--- src/rtl/score_keeper.sv ---
// Multi-player BCD score keeper with a PLAY/WON match FSM, latency 1, no backpressure.
// Optional SCORE_KEEPER_DEUCE_EN: a winner must also lead every other player by 2 points.
module score_keeper #(
  parameter int NUM_PLAYERS = 2,
  parameter int DIGITS      = 2,
  parameter int WIN_SCORE   = 11
) (
  input  logic                                  clk,
  input  logic                                  resetn,
  input  logic [NUM_PLAYERS-1:0]                hit,
  input  logic                                  clear,
  output logic [NUM_PLAYERS*DIGITS*4-1:0]       scoreboard,
  output logic                                  game_over,
  output logic [((NUM_PLAYERS > 2) ? $clog2(NUM_PLAYERS) : 1)-1:0] winner_id,
  output logic                                  point_scored
);

  localparam int WW = (NUM_PLAYERS > 2) ? $clog2(NUM_PLAYERS) : 1;
  localparam int SW = DIGITS * 4;
  localparam int CW = $clog2(10 ** DIGITS);
  localparam logic [CW-1:0] MAX_C = CW'((10 ** DIGITS) - 1);
  localparam logic [CW-1:0] WIN_C = CW'(WIN_SCORE);

  localparam logic [0:0] ST_PLAY = 1'b0;
  localparam logic [0:0] ST_WON  = 1'b1;

  logic [0:0]             r_state;
  logic [CW-1:0]          r_bin [NUM_PLAYERS];
  logic [SW-1:0]          r_bcd [NUM_PLAYERS];
  logic [WW-1:0]          r_winner;
  logic                   r_point;

  logic [CW-1:0]          w_bin_nxt [NUM_PLAYERS];
  logic [SW-1:0]          w_bcd_nxt [NUM_PLAYERS];
  logic [NUM_PLAYERS-1:0] w_inc;
  logic [NUM_PLAYERS-1:0] w_ok;
  logic                   w_win_any;
  logic [WW-1:0]          w_win_id;

  // Ripple BCD increment; the saturation guard means an all-nines value never arrives here.
  function automatic logic [SW-1:0] bcd_inc(input logic [SW-1:0] v);
    logic          c;
    logic [3:0]    d;
    logic [SW-1:0] res;
    res = v;
    c   = 1'b1;
    for (int k = 0; k < DIGITS; k++) begin
      d = v[k*4 +: 4];
      if (c) begin
        if (d == 4'd9) begin
          res[k*4 +: 4] = 4'd0;
        end else begin
          res[k*4 +: 4] = d + 4'd1;
          c = 1'b0;
        end
      end
    end
    return res;
  endfunction

  always_comb begin
    w_bin_nxt = r_bin;
    w_bcd_nxt = r_bcd;
    w_inc     = '0;
    if (r_state == ST_PLAY) begin
      for (int i = 0; i < NUM_PLAYERS; i++) begin
        if (hit[i] && (r_bin[i] != MAX_C)) begin
          w_inc[i]     = 1'b1;
          w_bin_nxt[i] = r_bin[i] + CW'(1);
          w_bcd_nxt[i] = bcd_inc(r_bcd[i]);
        end
      end
    end
  end

  // Win test runs on the post-increment counts so the FSM flips on the same edge.
`ifdef SCORE_KEEPER_DEUCE_EN
  localparam logic [CW:0] LEAD_C = (CW+1)'(2);
  always_comb begin
    w_ok = '0;
    for (int i = 0; i < NUM_PLAYERS; i++) begin
      w_ok[i] = (w_bin_nxt[i] >= WIN_C);
      for (int j = 0; j < NUM_PLAYERS; j++) begin
        if ((j != i) && ({1'b0, w_bin_nxt[i]} < ({1'b0, w_bin_nxt[j]} + LEAD_C))) begin
          w_ok[i] = 1'b0;
        end
      end
    end
  end
`else
  always_comb begin
    w_ok = '0;
    for (int i = 0; i < NUM_PLAYERS; i++) begin
      w_ok[i] = (w_bin_nxt[i] >= WIN_C);
    end
  end
`endif

  always_comb begin
    w_win_any = 1'b0;
    w_win_id  = '0;
    for (int i = NUM_PLAYERS - 1; i >= 0; i--) begin
      if (w_ok[i]) begin
        w_win_any = 1'b1;
        w_win_id  = WW'(i);
      end
    end
  end

  always_ff @(posedge clk or negedge resetn) begin
    if (!resetn) begin
      r_state  <= ST_PLAY;
      r_winner <= '0;
      r_point  <= 1'b0;
      for (int i = 0; i < NUM_PLAYERS; i++) begin
        r_bin[i] <= '0;
        r_bcd[i] <= '0;
      end
    end else if (clear) begin
      r_state  <= ST_PLAY;
      r_winner <= '0;
      r_point  <= 1'b0;
      for (int i = 0; i < NUM_PLAYERS; i++) begin
        r_bin[i] <= '0;
        r_bcd[i] <= '0;
      end
    end else begin
      r_bin   <= w_bin_nxt;
      r_bcd   <= w_bcd_nxt;
      r_point <= |w_inc;
      if ((r_state == ST_PLAY) && w_win_any) begin
        r_state  <= ST_WON;
        r_winner <= w_win_id;
      end
    end
  end

  for (genvar g = 0; g < NUM_PLAYERS; g++) begin : g_sb
    assign scoreboard[g*SW +: SW] = r_bcd[g];
  end

  assign game_over    = (r_state == ST_WON);
  assign winner_id    = r_winner;
  assign point_scored = r_point;

endmodule

--- config.mk ---
export PLATFORM = sky130hd
export DESIGN_NAME = score_keeper
export DESIGN_NICKNAME = d
export VERILOG_FILES = /design/src/rtl/score_keeper.sv
export SDC_FILE = /design/constraint.sdc
export NUM_CORES = 1
export LEC_CHECK = 0
export ABC_AREA = 1
export CAP_MARGIN = 0
export CORE_UTILIZATION = 45
export CTS_CLUSTER_SIZE = 30
export DETAILED_ROUTE_END_ITERATION = 6
export HOLD_SLACK_MARGIN = 0.03
export PLACE_DENSITY = 0.69
export SYNTH_ARGS = -nofsm -noshare
export SYNTH_HDL_FRONTEND = slang
export SYNTH_SLANG_ARGS = --single-unit
--- constraint.sdc ---
create_clock -name clk -period 1.7 [get_ports clk]
set_input_delay 0.425 -clock clk [delete_from_list [all_inputs] [get_ports clk]]
set_output_delay 0.425 -clock clk [all_outputs]
set_load 0.1 [all_outputs]
==> impl_metrics.json, run 1 <==
{
  "synth_xor_area_share_pct": 0.865,
  "synthArstFlopShare_pct": 100,
  "final.min_clock_period_ns": 1.70,
  "yosysWarningCount": 0,
  "grt_first_pass_wirelength_um": 7700,
  "p_per_area_nw_per_um2": 762,
  "coreArea_um2": 4320,
  "layout.nets": 358,
  "gp_congestion": 0.816,
  "io_pins": 24,
  "syn-cell-area_um2": 2020,
  "required_ns": 1.91,
  "crit_path_end_kind": "flip-flop",
  "tightest_slew_ns": 0.306,
  "cts-root-buf": "clkbuf_8",
  "setup_viol": 1,
  "switching_share_pct": 37.5,
  "grt_overflow": 0,
  "slew_headroom_pct": 79.5,
  "die-area_um2": 4770,
  "hpwl_um": 3140,
  "critPathKind": "reg2reg",
  "antenna_found_initial": 0,
  "track_usage_pct": 20.3,
  "grt_pass1_vias": 1809,
  "htree_num_levels": 2,
  "startpoint_type": "flip-flop",
  "n_antenna_cell": 0,
  "grt_start_max_net_pins": 34,
  "tns_ns": -0.00262,
  "synthCells": 261,
  "fmax_mhz": 587,
  "clk_path_buf_depth": 2,
  "status": "finished, violations left",
  "p_leak_nw": 1.51,
  "nFillCells": 314,
  "wirelength_um": 4830,
  "worstHoldPathType": "in2async",
  "drive_gt1_share_pct": 43.1,
  "hold_buffers": 0,
  "synth_top_family_by_area": "simple AND/OR/NAND/NOR gates",
  "setup_ws_ns": -0.00262,
  "syn_nets": 276,
  "area_growth_pct": 55.9,
  "cts_num_sinks": 33,
  "arrival_ns": 1.91,
  "initial_core_util_pct": 46.8,
  "final_common_cell": "nand2_1",
  "holdWs_ns": 0.502,
  "drv_slew": 0,
  "fin_skew_ns": 0.00630,
  "regArea_um2": 842,
  "timing.final.hold_violations": 0,
  "placementRows": 24,
  "synth-compound-area-share_pct": 8.84,
  "post-route-period-util_pct": 100,
  "synth_edf_count": 0,
  "p_comb_share_pct": 36.3,
  "cp_max_fo": 8,
  "final_antenna_net_count": 0,
  "drt_first_pass_iters": 4,
  "ys_seq_elements": 33,
  "synth-simple-area-share_pct": 32.9,
  "clkTransAtPathRegs_ns": 0.07,
  "max_cap_viol_count": 0,
  "clk_latency_ns": 0.29,
  "p_sw_w": 0.000901,
  "syn_avg_cell_area_um2": 7.76,
  "yosysUniqueCellTypes": 30,
  "synth.area.mux_share_pct": 0.989,
  "route.detailed.drc": 0,
  "peakVddDrop_uv": 715,
  "wl_per_cell_um": 12.2,
  "viasPerCell": 4.86,
  "cts_tree": "built",
  "multiInputGateArea_um2": 1110,
  "seq_power_share_pct": 38.7,
  "die_w_um": 69.1,
  "drt_iter0_drc": 66,
  "rsz0062_at_grt": "yes",
  "yosysSeqAreaShare_pct": 40.8,
  "p_clk_share_pct": 25.1,
  "synth_fa_ha_area_share_pct": 6.18,
  "p_int_w": 0.00150,
  "most-common-layout-cells": "52 x nand2_1, 48 x buf_4, 34 x inv_1, 20 x buf_12, 20 x dfrtp_1",
  "port_buffers": 23,
  "numCtsBuffers": 5,
  "violations": "setup timing",
  "final_util_pct": 73.0,
  "synthFlopType": "dfrtp_1",
  "dieHeight_um": 69.1,
  "vias": 1921
}
## final timing paths
| kind | from | endpoint | slack (ns) | depth (start not counted) |
|---|---|---|---|---|
| hold reg to reg | scoreboard[4] | scoreboard[4] | 0.55 | 1 |
| setup / recovery | r_bin[10] | scoreboard[6] | -0.003 | 10 |
| setup reg to reg | r_bin[10] | scoreboard[6] | -0.003 | 10 |
| min in group clk | scoreboard[4] | scoreboard[4] | 0.55 | 1 |
| max in group asynchronous | resetn | game_over | 1.01 | 2 |
| hold / removal | resetn | scoreboard[14] | 0.50 | 2 |
## routing by layer
layer / track usage [%] / vias up / part of all wire (%)
met5: 0 / - / 0
met2: 34.8 / 25 / 51
met4: 7.48 / 0 / 1.4
met3: 5.26 / 5 / 3.3
li1: - / 993 / -
met1: 24.5 / 898 / 44
## critical path, stage by stage (launching register included)
cell and delay, ns:
dfrtp_1 0.42, nor2_1 0.23, nand3_4 0.18, nand2_8 0.14, inv_4 0.05, nor2_4 0.11
inv_2 0.06, nand2_4 0.10, inv_4 0.05, buf_4 0.14, a31oi_4 0.15
## per-stage QoR
step	worst slack [ns]	power, W	area (µm²)	std cells
after floorplan	0.00789	0.00139	2040	261
after global placement	-0.300	0.00173	2840	375
after detailed placement	-0.306	0.00175	2840	375
after CTS	0.000574	0.00237	2990	387
after global routing	-0.148	0.00251	3160	395
final	-0.00262	0.00240	3160	395
## sequential cells by signal, indices dropped and copies added, names as in the netlist
register      count
r_bin            14
point_scored      1
scoreboard       16
game_over         1
winner_id         1
## synthesized netlist by cell type (3+ instances only)
cell	count	share of area, %
inv_1	37	6.9
o21ai_1	6	1.5
dfrtp_1	33	41
nand2_1	61	11
nor3_1	3	0.74
ha_1	10	6.2
a21oi_1	10	2.5
nor2_4	4	2.2
nand2_2	3	0.93
inv_2	11	2.0
nand3b_1	3	1.1
nor2_1	21	3.9
nand4_1	7	2.2
o21ai_0	8	2.0
nand3_1	17	4.2
nor2_2	4	1.2
o22ai_1	3	0.93
## layout make-up
type | instances | share of cell area [%]
clock buffer | 7 | 2.74
inverter | 49 | 6.11
multi-input combinational | 177 | 35.2
sequential | 33 | 26.7
tap | 52 | 2.06
timing repair buffer | 77 | 27.2
## cell families (layout without fill, tap and decap cells)
group,count (synthesis),count (layout)
flip-flops,33,33
AND/OR/NAND/NOR,131,131
adder cells (fa/ha/maj),10,10
buffers and inverters,51,133
multiplexers,2,2
AO/OA/AOI/OAI,32,32
XOR/XNOR,2,2
## power by group through the flow
stage	sequential, W	combinational, W	clock [W]
2_1_floorplan	0.00123	0.000161	0
5_1_grt	0.000939	0.000918	0.000649
3_3_place_gp	0.000939	0.000796	0
4_1_cts	0.000926	0.000822	0.000620
3_5_place_dp	0.000940	0.000807	0
6_report	0.000929	0.000872	0.000603
## timing repair
| item | CTS | global route |
|---|---|---|
| resized for setup | 10 | 30 |
| buffers inserted | 5 | 8 |
| setup endpoints to repair | 4 | 11 |
| pin swaps | 6 | 11 |
(Power assumes the default switching activity.)
==> run 2, diff against run 1 <==
--- a/config.mk
+++ b/config.mk
@@ -10,7 +10,9 @@
 export CORE_UTILIZATION = 45
 export CTS_CLUSTER_SIZE = 30
 export DETAILED_ROUTE_END_ITERATION = 6
+export GPL_TIMING_DRIVEN = 0
 export HOLD_SLACK_MARGIN = 0.03
+export MAX_ROUTING_LAYER = met4
 export PLACE_DENSITY = 0.69
 export SYNTH_ARGS = -nofsm -noshare
 export SYNTH_HDL_FRONTEND = slang
==> run 2 against run 1 <==
Die area unchanged; critical path depth grew 3; first-iteration DRC count is 12% lower; the flow still finishes with violations (setup timing).
==> impl_metrics.json, run 2 (synthesis results as in run 1) <==
{
  "status": "finished, violations left",
  "violations": "setup timing",
  "n_antenna_cell": 0,
  "arrival_ns": 1.89,
  "final_antenna_net_count": 0,
  "fin_cells": 366,
  "wirelength_um": 4370,
  "vias": 1819,
  "finalPower_w": 0.00215,
  "tns_ns": -0.0295,
  "numCtsBuffers": 5,
  "drt_first_pass_iters": 6,
  "area_growth_pct": 33.3,
  "fmax_mhz": 579,
  "coreArea_um2": 4320,
  "cts-root-buf": "clkbuf_8",
  "clk_latency_ns": 0.29,
  "cp_max_fo": 5,
  "viasPerCell": 4.97,
  "max_cap_viol_count": 0,
  "htree_num_levels": 2,
  "crit_path_frequent_cell": "nand2_2",
  "largest_reg_flops": 16,
  "setup_ws_ns": -0.0267,
  "most-common-layout-cells": "50 x nand2_1, 34 x inv_1, 20 x dfrtp_1, 18 x nor2_1, 18 x buf_4",
  "final_common_cell": "nand2_1",
  "clk_path_buf_depth": 2,
  "worstHoldPathType": "in2async",
  "final.min_clock_period_ns": 1.73,
  "drv_slew": 0,
  "required_ns": 1.87,
  "cts_num_sinks": 33,
  "dieHeight_um": 69.1,
  "fin_skew_ns": 0.00546,
  "peakVddDrop_uv": 558,
  "antenna_found_initial": 0,
  "die-area_um2": 4770,
  "clkTransAtPathRegs_ns": 0.07,
  "critPathKind": "reg2reg",
  "placedCellCount": 336,
  "route.detailed.drc": 0,
  "layout.nets": 328,
  "grt_overflow": 0,
  "post-route-period-util_pct": 102,
  "nFillCells": 409,
  "slew_headroom_pct": 50.1,
  "tightest_slew_ns": 0.748,
  "crit_chain": "ha_4 > nand2_4 > inv_4 > nand3_4 > buf_6 > nand3_2 > nand2_1 > nand2_2 > nand2_2 > nor2_2 > nand2_2 > nor2_2 > a21oi_1",
  "gp_congestion": 0.792,
  "rsz0062_at_grt": "yes",
  "die_w_um": 69.1,
  "startpoint_type": "flip-flop",
  "timing.final.hold_violations": 0,
  "placementRows": 24,
  "drt_iter0_drc": 58,
  "p_per_area_nw_per_um2": 796,
  "cts_tree": "built",
  "wl_per_cell_um": 11.9,
  "initial_core_util_pct": 46.8,
  "grt_first_pass_wirelength_um": 7180,
  "drive_gt1_share_pct": 37.9,
  "hpwl_um": 2780,
  "crit_path_end_kind": "flip-flop",
  "cpMaxStageDelayCell": "dfrtp_1",
  "grt_pass1_vias": 1661,
  "grt_start_max_net_pins": 34,
  "max_stage_delay_ns": 0.42,
  "io_pins": 24,
  "port_buffers": 23,
  "track_usage_pct": 19.5,
  "setup_viol": 2,
  "p_leak_nw": 1.31
}
-- run 2: changes by cell type in the layout (fill, tap and decap cells not counted), sizes merged, moves of 2 or more --
cell | before | now
clkdlybuf4s15 | 0 | 8
buf | 73 | 30
clkdlybuf4s18 | 0 | 3
clkdlybuf4s50 | 2 | 0
-- run 2: what timing repair did --
item / in CTS / in global routing
pin swaps: 16 / 19
hold buffers: 0 / 0
gates cloned: 1 / 0
setup buffers: 14 / 7
endpoints found under the setup margin: 40 / 31
resized for setup: 85 / 37
-- run 2: path summary, 6_finish.rpt --
check                           depth (start not counted)       endpoint  slack [ns]           from
worst min-delay path                                    1       r_bin[5]        0.19         resetn
max in group asynchronous                               1  scoreboard[0]        0.98         resetn
worst max-delay path                                   13      game_over       -0.03       r_bin[0]
worst max register to register                         13      game_over       -0.03       r_bin[0]
worst min register to register                          1  scoreboard[8]        0.52  scoreboard[8]
min in group clk                                        1  scoreboard[8]        0.52  scoreboard[8]
-- run 2: per-layer routing --
layer	vias to the layer above	global-route usage, %	routed length (µm)
met4	0	9.07	107
met3	9	4.39	128
met1	856	24.3	2000
li1	930	-	-
met5	-	-	0
met2	24	30.1	2130
-- run 2: cell type report --
type,count,area (µm²),share of cell area [%]
repair buffers,44,364,13.5
inverters,49,196,7.28
clock inverters,2,10.0,0.371
clock buffers,6,72.6,2.69
well taps,52,65.1,2.41
multi-input cells,178,1140,42.2
flip-flops and latches,33,842,31.2
plain buffers,2,8.76,0.325
-- run 2: where the power goes --
group	internal, W	switching [W]
sequential	0.000842	0.0000585
combinational	0.000162	0.000510
clock	0.000283	0.000290
total	0.00129	0.000859
-- run 2: worst max-delay path: cells and delay by family (launching register included) --
kind | cells | cell delay, ns
AO/OA/AOI/OAI | 1 | 0.06
adder cells (fa/ha/maj) | 1 | 0.19
buffers and inverters | 2 | 0.22
flip-flops | 1 | 0.42
AND/OR/NAND/NOR | 9 | 0.69
-- run 2: through the flow --
stage / util, % / hold slack [ns] / cell area [µm²] / setup slack (ns)
global placement: 54.0 / 0.503 / 2340 / -0.706
detailed placement: 53.9 / 0.519 / 2330 / -0.461
finish: 62.4 / 0.193 / 2700 / -0.0267
global route: 62.4 / 0.243 / 2700 / -0.125
floorplan: - / 0.129 / 2040 / 0.00789
CTS: 59.9 / 0.223 / 2590 / 0.00402
==> run 3, diff against run 2 <==
--- a/config.mk
+++ b/config.mk
@@ -7,13 +7,12 @@
 export LEC_CHECK = 0
 export ABC_AREA = 1
 export CAP_MARGIN = 0
-export CORE_UTILIZATION = 45
+export CORE_UTILIZATION = 38
 export CTS_CLUSTER_SIZE = 30
 export DETAILED_ROUTE_END_ITERATION = 6
 export GPL_TIMING_DRIVEN = 0
 export HOLD_SLACK_MARGIN = 0.03
 export MAX_ROUTING_LAYER = met4
-export PLACE_DENSITY = 0.69
 export SYNTH_ARGS = -nofsm -noshare
 export SYNTH_HDL_FRONTEND = slang
 export SYNTH_SLANG_ARGS = --single-unit
==> run 3 against run 2 <==
The run still ends with setup timing left; clock skew is 0.00098 ns higher; via count down 1.5%; die area increased by 18%; count of clock-buffer cells in the layout up 2; worst hold slack improved by 0.019 ns; worst setup slack better by 0.018 ns; final cell count is 3.8% higher; total power rose by 1.9%; clock power grew 7.3%; sequential cell count is the same; critical endpoint is now winner_id; largest power group unchanged.
==> impl_metrics.json, run 3 (synthesis results as in run 1) <==
{
  "status": "finished, violations left",
  "violations": "setup timing",
  "dieHeight_um": 75.0,
  "p_leak_nw": 1.29,
  "clk_latency_ns": 0.28,
  "rsz0062_at_grt": "yes",
  "drt_first_pass_iters": 4,
  "met1_length_um": 2100,
  "startpoint_type": "flip-flop",
  "placementRows": 26,
  "crit_path_end_kind": "flip-flop",
  "grt_first_pass_wirelength_um": 7280,
  "initial_core_util_pct": 39.6,
  "final_antenna_net_count": 0,
  "gp_congestion": 0.796,
  "drive_gt1_share_pct": 41.9,
  "vias": 1792,
  "clkTransAtPathRegs_ns": 0.07,
  "finalPower_w": 0.00219,
  "required_ns": 1.88,
  "arrival_ns": 1.88,
  "final.min_clock_period_ns": 1.71,
  "grt_start_max_net_pins": 34,
  "clk_path_buf_depth": 2,
  "die-area_um2": 5620,
  "largest_reg_flops": 16,
  "setup_ws_ns": -0.00889,
  "hpwl_um": 2900,
  "worstHoldPathType": "in2async",
  "drt_iter0_drc": 70,
  "coreArea_um2": 5110,
  "grt_pass1_vias": 1725,
  "tightest_slew_ns": 0.764,
  "dr_wl_met3_um": 105,
  "cts_num_sinks": 33,
  "cts_tree": "built",
  "post-route-period-util_pct": 101,
  "antenna_found_initial": 0,
  "port_buffers": 23,
  "holdWs_ns": 0.212,
  "drv_slew": 0,
  "crit_buf_inv": 2,
  "crit_chain": "buf_4 > nand3_2 > nor3_2 > nand3_1 > nand2_1 > nand2_2 > nand2_1 > inv_2 > nand3_4 > o21bai_4 > nand2_1 > nand2_1",
  "route.detailed.drc": 0,
  "area_growth_pct": 36.3,
  "p_per_area_nw_per_um2": 793,
  "post_dp_cell_area_um2": 2350,
  "fmax_mhz": 585,
  "crit_path_frequent_cell": "nand2_1",
  "n_antenna_cell": 0,
  "cpMaxStageDelayCell": "dfrtp_1",
  "critPathKind": "reg2reg",
  "timing.final.hold_violations": 0,
  "met2_length_um": 2190,
  "fin_skew_ns": 0.00644,
  "max_cap_viol_count": 0,
  "layout.nets": 324,
  "final_area_um2": 2760,
  "cp_top_family": "simple AND/OR/NAND/NOR gates",
  "final_common_cell": "nand2_1",
  "wl_per_cell_um": 11.8,
  "io_pins": 24,
  "nFillCells": 494,
  "die_w_um": 75.0,
  "top_layer": "met4",
  "numCtsBuffers": 5,
  "cp_max_fo": 3,
  "track_usage_pct": 17.6,
  "setup_viol": 1,
  "hold_buffers": 0,
  "viasPerCell": 4.72,
  "most-common-layout-cells": "46 x nand2_1, 32 x inv_1, 20 x dfrtp_1, 16 x nand2_2, 16 x nor2_1",
  "htree_num_levels": 2,
  "slew_headroom_pct": 49.1,
  "peakVddDrop_uv": 494,
  "wirelength_um": 4470,
  "max_stage_delay_ns": 0.40,
  "cts-root-buf": "clkbuf_8",
  "grt_overflow": 0
}
## run 3: cell types whose count changed in the layout (fill, tap and decap cells not counted), moves of 3 or more
cell     previous run  this run
nand2_1            50        46
nand3_2             1         4
buf_4              18        13
nand2_2            12        16
nand3_1            15        12
inv_2              11        14
## run 3: routing by layer
metal	GRT usage [%]	up-vias
met5	-	-
met2	27.5	16
met4	6.92	0
met3	4.42	7
li1	-	925
met1	21.8	844
## run 3: power by group
part / internal [W] / switching (W)
combinational: 0.000160 / 0.000510
sequential: 0.000842 / 0.0000600
clock: 0.000330 / 0.000286
total: 0.00133 / 0.000855
## run 3: area by class of cell
cell class | instances | area [µm²] | area share [%]
inverter | 49 | 191 | 6.94
sequential | 33 | 842 | 30.5
buffer | 2 | 10.0 | 0.363
clock buffer | 8 | 90.1 | 3.27
multi-input combinational | 177 | 1180 | 42.9
timing repair buffer | 41 | 354 | 12.8
tap | 70 | 87.6 | 3.17
## run 3: worst paths after layout
check                                    from       endpoint  slack [ns]  cells past startpoint
worst min register to register  scoreboard[6]  scoreboard[6]        0.51                      1
min in group clk                scoreboard[6]  scoreboard[6]        0.51                      1
max in group asynchronous              resetn      game_over        0.95                      1
worst max-delay path                 r_bin[7]      winner_id      -0.009                     12
worst min-delay path                   resetn  scoreboard[4]        0.21                      1
worst max register to register       r_bin[7]      winner_id      -0.009                     12
## run 3: per-stage QoR
| step | worst slack (ns) | utilization [%] | TNS (ns) | instances |
|---|---|---|---|---|
| 3_3_place_gp | -0.676 | 46.2 | -32.18 | 354 |
| 2_1_floorplan | 0.00789 | - | 0 | 261 |
| 3_5_place_dp | -0.459 | 46.1 | -12.43 | 354 |
| 6_report | -0.00889 | 54.0 | -0.00889 | 380 |
| 5_1_grt | -0.149 | 54.0 | -0.350 | 380 |
| 4_1_cts | 0.00204 | 51.2 | 0 | 377 |
## run 3: worst reg2reg max path, cell delays in order, from the launching register on
cell and delay, ns:
dfrtp_1 0.40, buf_4 0.15, nand3_2 0.13, nor3_2 0.28
nand3_1 0.12, nand2_1 0.09, nand2_2 0.05, nand2_1 0.08
inv_2 0.05, nand3_4 0.10, o21bai_4 0.07, nand2_1 0.05
nand2_1 0.04
## run 3: timing repair
action / CTS / global route
setup endpoints to repair: 41 / 21
gates resized for setup: 80 / 58
pin swaps: 17 / 25
setup buffers: 15 / 3
==> edit, RTL diff (flow settings as in run 2) <==
Add an input register stage for `hit` and `clear`, without a reset; this delays them by one clock.
--- a/src/rtl/score_keeper.sv
+++ b/src/rtl/score_keeper.sv
@@ -24,4 +24,12 @@
   localparam logic [0:0] ST_PLAY = 1'b0;
   localparam logic [0:0] ST_WON  = 1'b1;
+
+  logic [NUM_PLAYERS-1:0] hit_q;
+  logic clear_q;
+
+  always_ff @(posedge clk) begin
+    hit_q   <= hit;
+    clear_q <= clear;
+  end
 
   logic [0:0]             r_state;
@@ -65,5 +73,5 @@
     if (r_state == ST_PLAY) begin
       for (int i = 0; i < NUM_PLAYERS; i++) begin
-        if (hit[i] && (r_bin[i] != MAX_C)) begin
+        if (hit_q[i] && (r_bin[i] != MAX_C)) begin
           w_inc[i]     = 1'b1;
           w_bin_nxt[i] = r_bin[i] + CW'(1);
@@ -117,5 +125,5 @@
         r_bcd[i] <= '0;
       end
-    end else if (clear) begin
+    end else if (clear_q) begin
       r_state  <= ST_PLAY;
       r_winner <= '0;
Function: changed (Yosys sat finds a counterexample within 4 cycles, from zero or initial values and one cycle with resetn low).
==> edit against run 2 <==
  * Synthesized cell count rose by 1.9%
  * Critical path type unchanged
  * Die area rose by 4.9%
  * Area after synthesis rose by 5.1%
  * Cell area barely moved
  * Power rose by 2.0%
  * Sequential cell count rose by 3
  * Critical endpoint is now winner_id$_DFFE_PN0P_
  * Routed wire length fell by 6.5%
  * Setup slack improved by 0.042 ns
==> edit: results (changes against run 2) <==
metric	value	unit	change
status	finished clean		was finished with violations
Final GP Congestion	0.813		was 0.792
Synth Register Bits	36		was 33
Slew @ Worst Pin	0.719	ns	was 0.748 ns
Worst R2R Path Depth	14		was 13
fill count	391		was 409
first-pass GRT wire length	7170	um	was 7180 um
met2 usage	30.6	%	was 30.1%
Synth Area in XOR/XNOR	1.24	%	was 0.865%
Clock buf/inv share	3.34	%	was 3.06%
DP Wirelength	2820	um	was 2780 um
Static Leak	1.28	nW	was 1.31 nW
library cells used by synthesis	35		was 30
vias in the first global route	1715		was 1661
clk_skew	0.00457	ns	was 0.00546 ns
Synth area leaders	dfrtp_1, nand2_1, inv_1, ha_1, nand3_1		unchanged
Clk. pwr	625	uW	was 574 uW
DR WL met2	1960	um	was 2130 um
multi-input gates	179		was 178
reg2reg setup slack	0.02	ns	was -0.03 ns
area of the multi-input gates	0.00113	sq mm	was 0.00114 sq mm
Worst path max stage delay	0.41	ns	
Non-Clock Buffer Count	38		was 46
P_seq	973	uW	was 901 uW
Non-clk invs	49		unchanged
Pint	1.38	mW	was 1.29 mW
via count	1780		was 1819
clock buffer count	8		was 6
complex-gate fraction of the synthesized area	8.94	%	was 8.84%
most frequent cells after synthesis	nand2_1, inv_1, dfrtp_1		unchanged
Synth Area in Adders	5.88	%	was 6.18%
maximum VDD drop	0.718	mV	was 0.558 mV
fraction of layout cells with a size suffix above 1	32.6	%	was 37.9%
max reg flops	16		unchanged
Min-Delay Path Class	in2async		unchanged
Crit Path Max Fanout	8		was 5
CP endpoint	winner_id$_DFFE_PN0P_		was game_over$_DFFE_PN0P_
Flop pwr share	44.4	%	was 42.0%
Storage cell area	903	sq um	was 842 sq um
DRT Pass-1 Iters	4		was 6
Routed met1 length	1950	um	was 2000 um
Seq/Total Area, Yosys	41.6	%	was 40.8%
DRT iter0 DRCs	36		was 58
final wirelength	4090	um	was 4370 um
crit path DAT	1.91	ns	was 1.89 ns
met3 WL	103	um	was 128 um
Synth async-reset ratio	91.7	%	was 100%
mux cell area share after synthesis	0.471	%	was 0.989%
Total GRT Usage	18.6	%	was 19.5%
PortBufs	23		unchanged
Final #Nets	324		was 328
met3 Track Usage GR	3.99	%	was 4.39%
NonClk Buf Share	11.5	%	was 13.8%
met1 global-route usage	22.1	%	was 24.3%
syn_nets	281		was 276
-- edit: cell types whose count changed after synthesis, moves of 2 or more --
cell / delta
dfxtp_1: +3
nand2_2: +2
nand4_1: -2
inv_4: +3
inv_1: +5
inv_2: -8
-- edit: timing repair --
| item | CTS | global route |
|---|---|---|
| cloned | 0 | 0 |
| pin swaps | 8 | 13 |
| hold endpoints to repair | 0 | 0 |
| endpoints found under the setup margin | 27 | 12 |
| setup buffers | 9 | 4 |
| gates resized for setup | 73 | 31 |
-- edit: metrics by stage --
stage               setup WS, ns  utilization [%]  cells  hold slack [ns]  area [sq um]
floorplan               -0.00180                -    266            0.129          2140
global placement          -0.745             54.9    341            0.515          2440
detailed placement        -0.335             54.8    341            0.519          2430
CTS                     0.000783             58.7    358            0.216          2610
global route              -0.119             60.7    362            0.262          2700
finish                    0.0156             60.7    362            0.186          2700
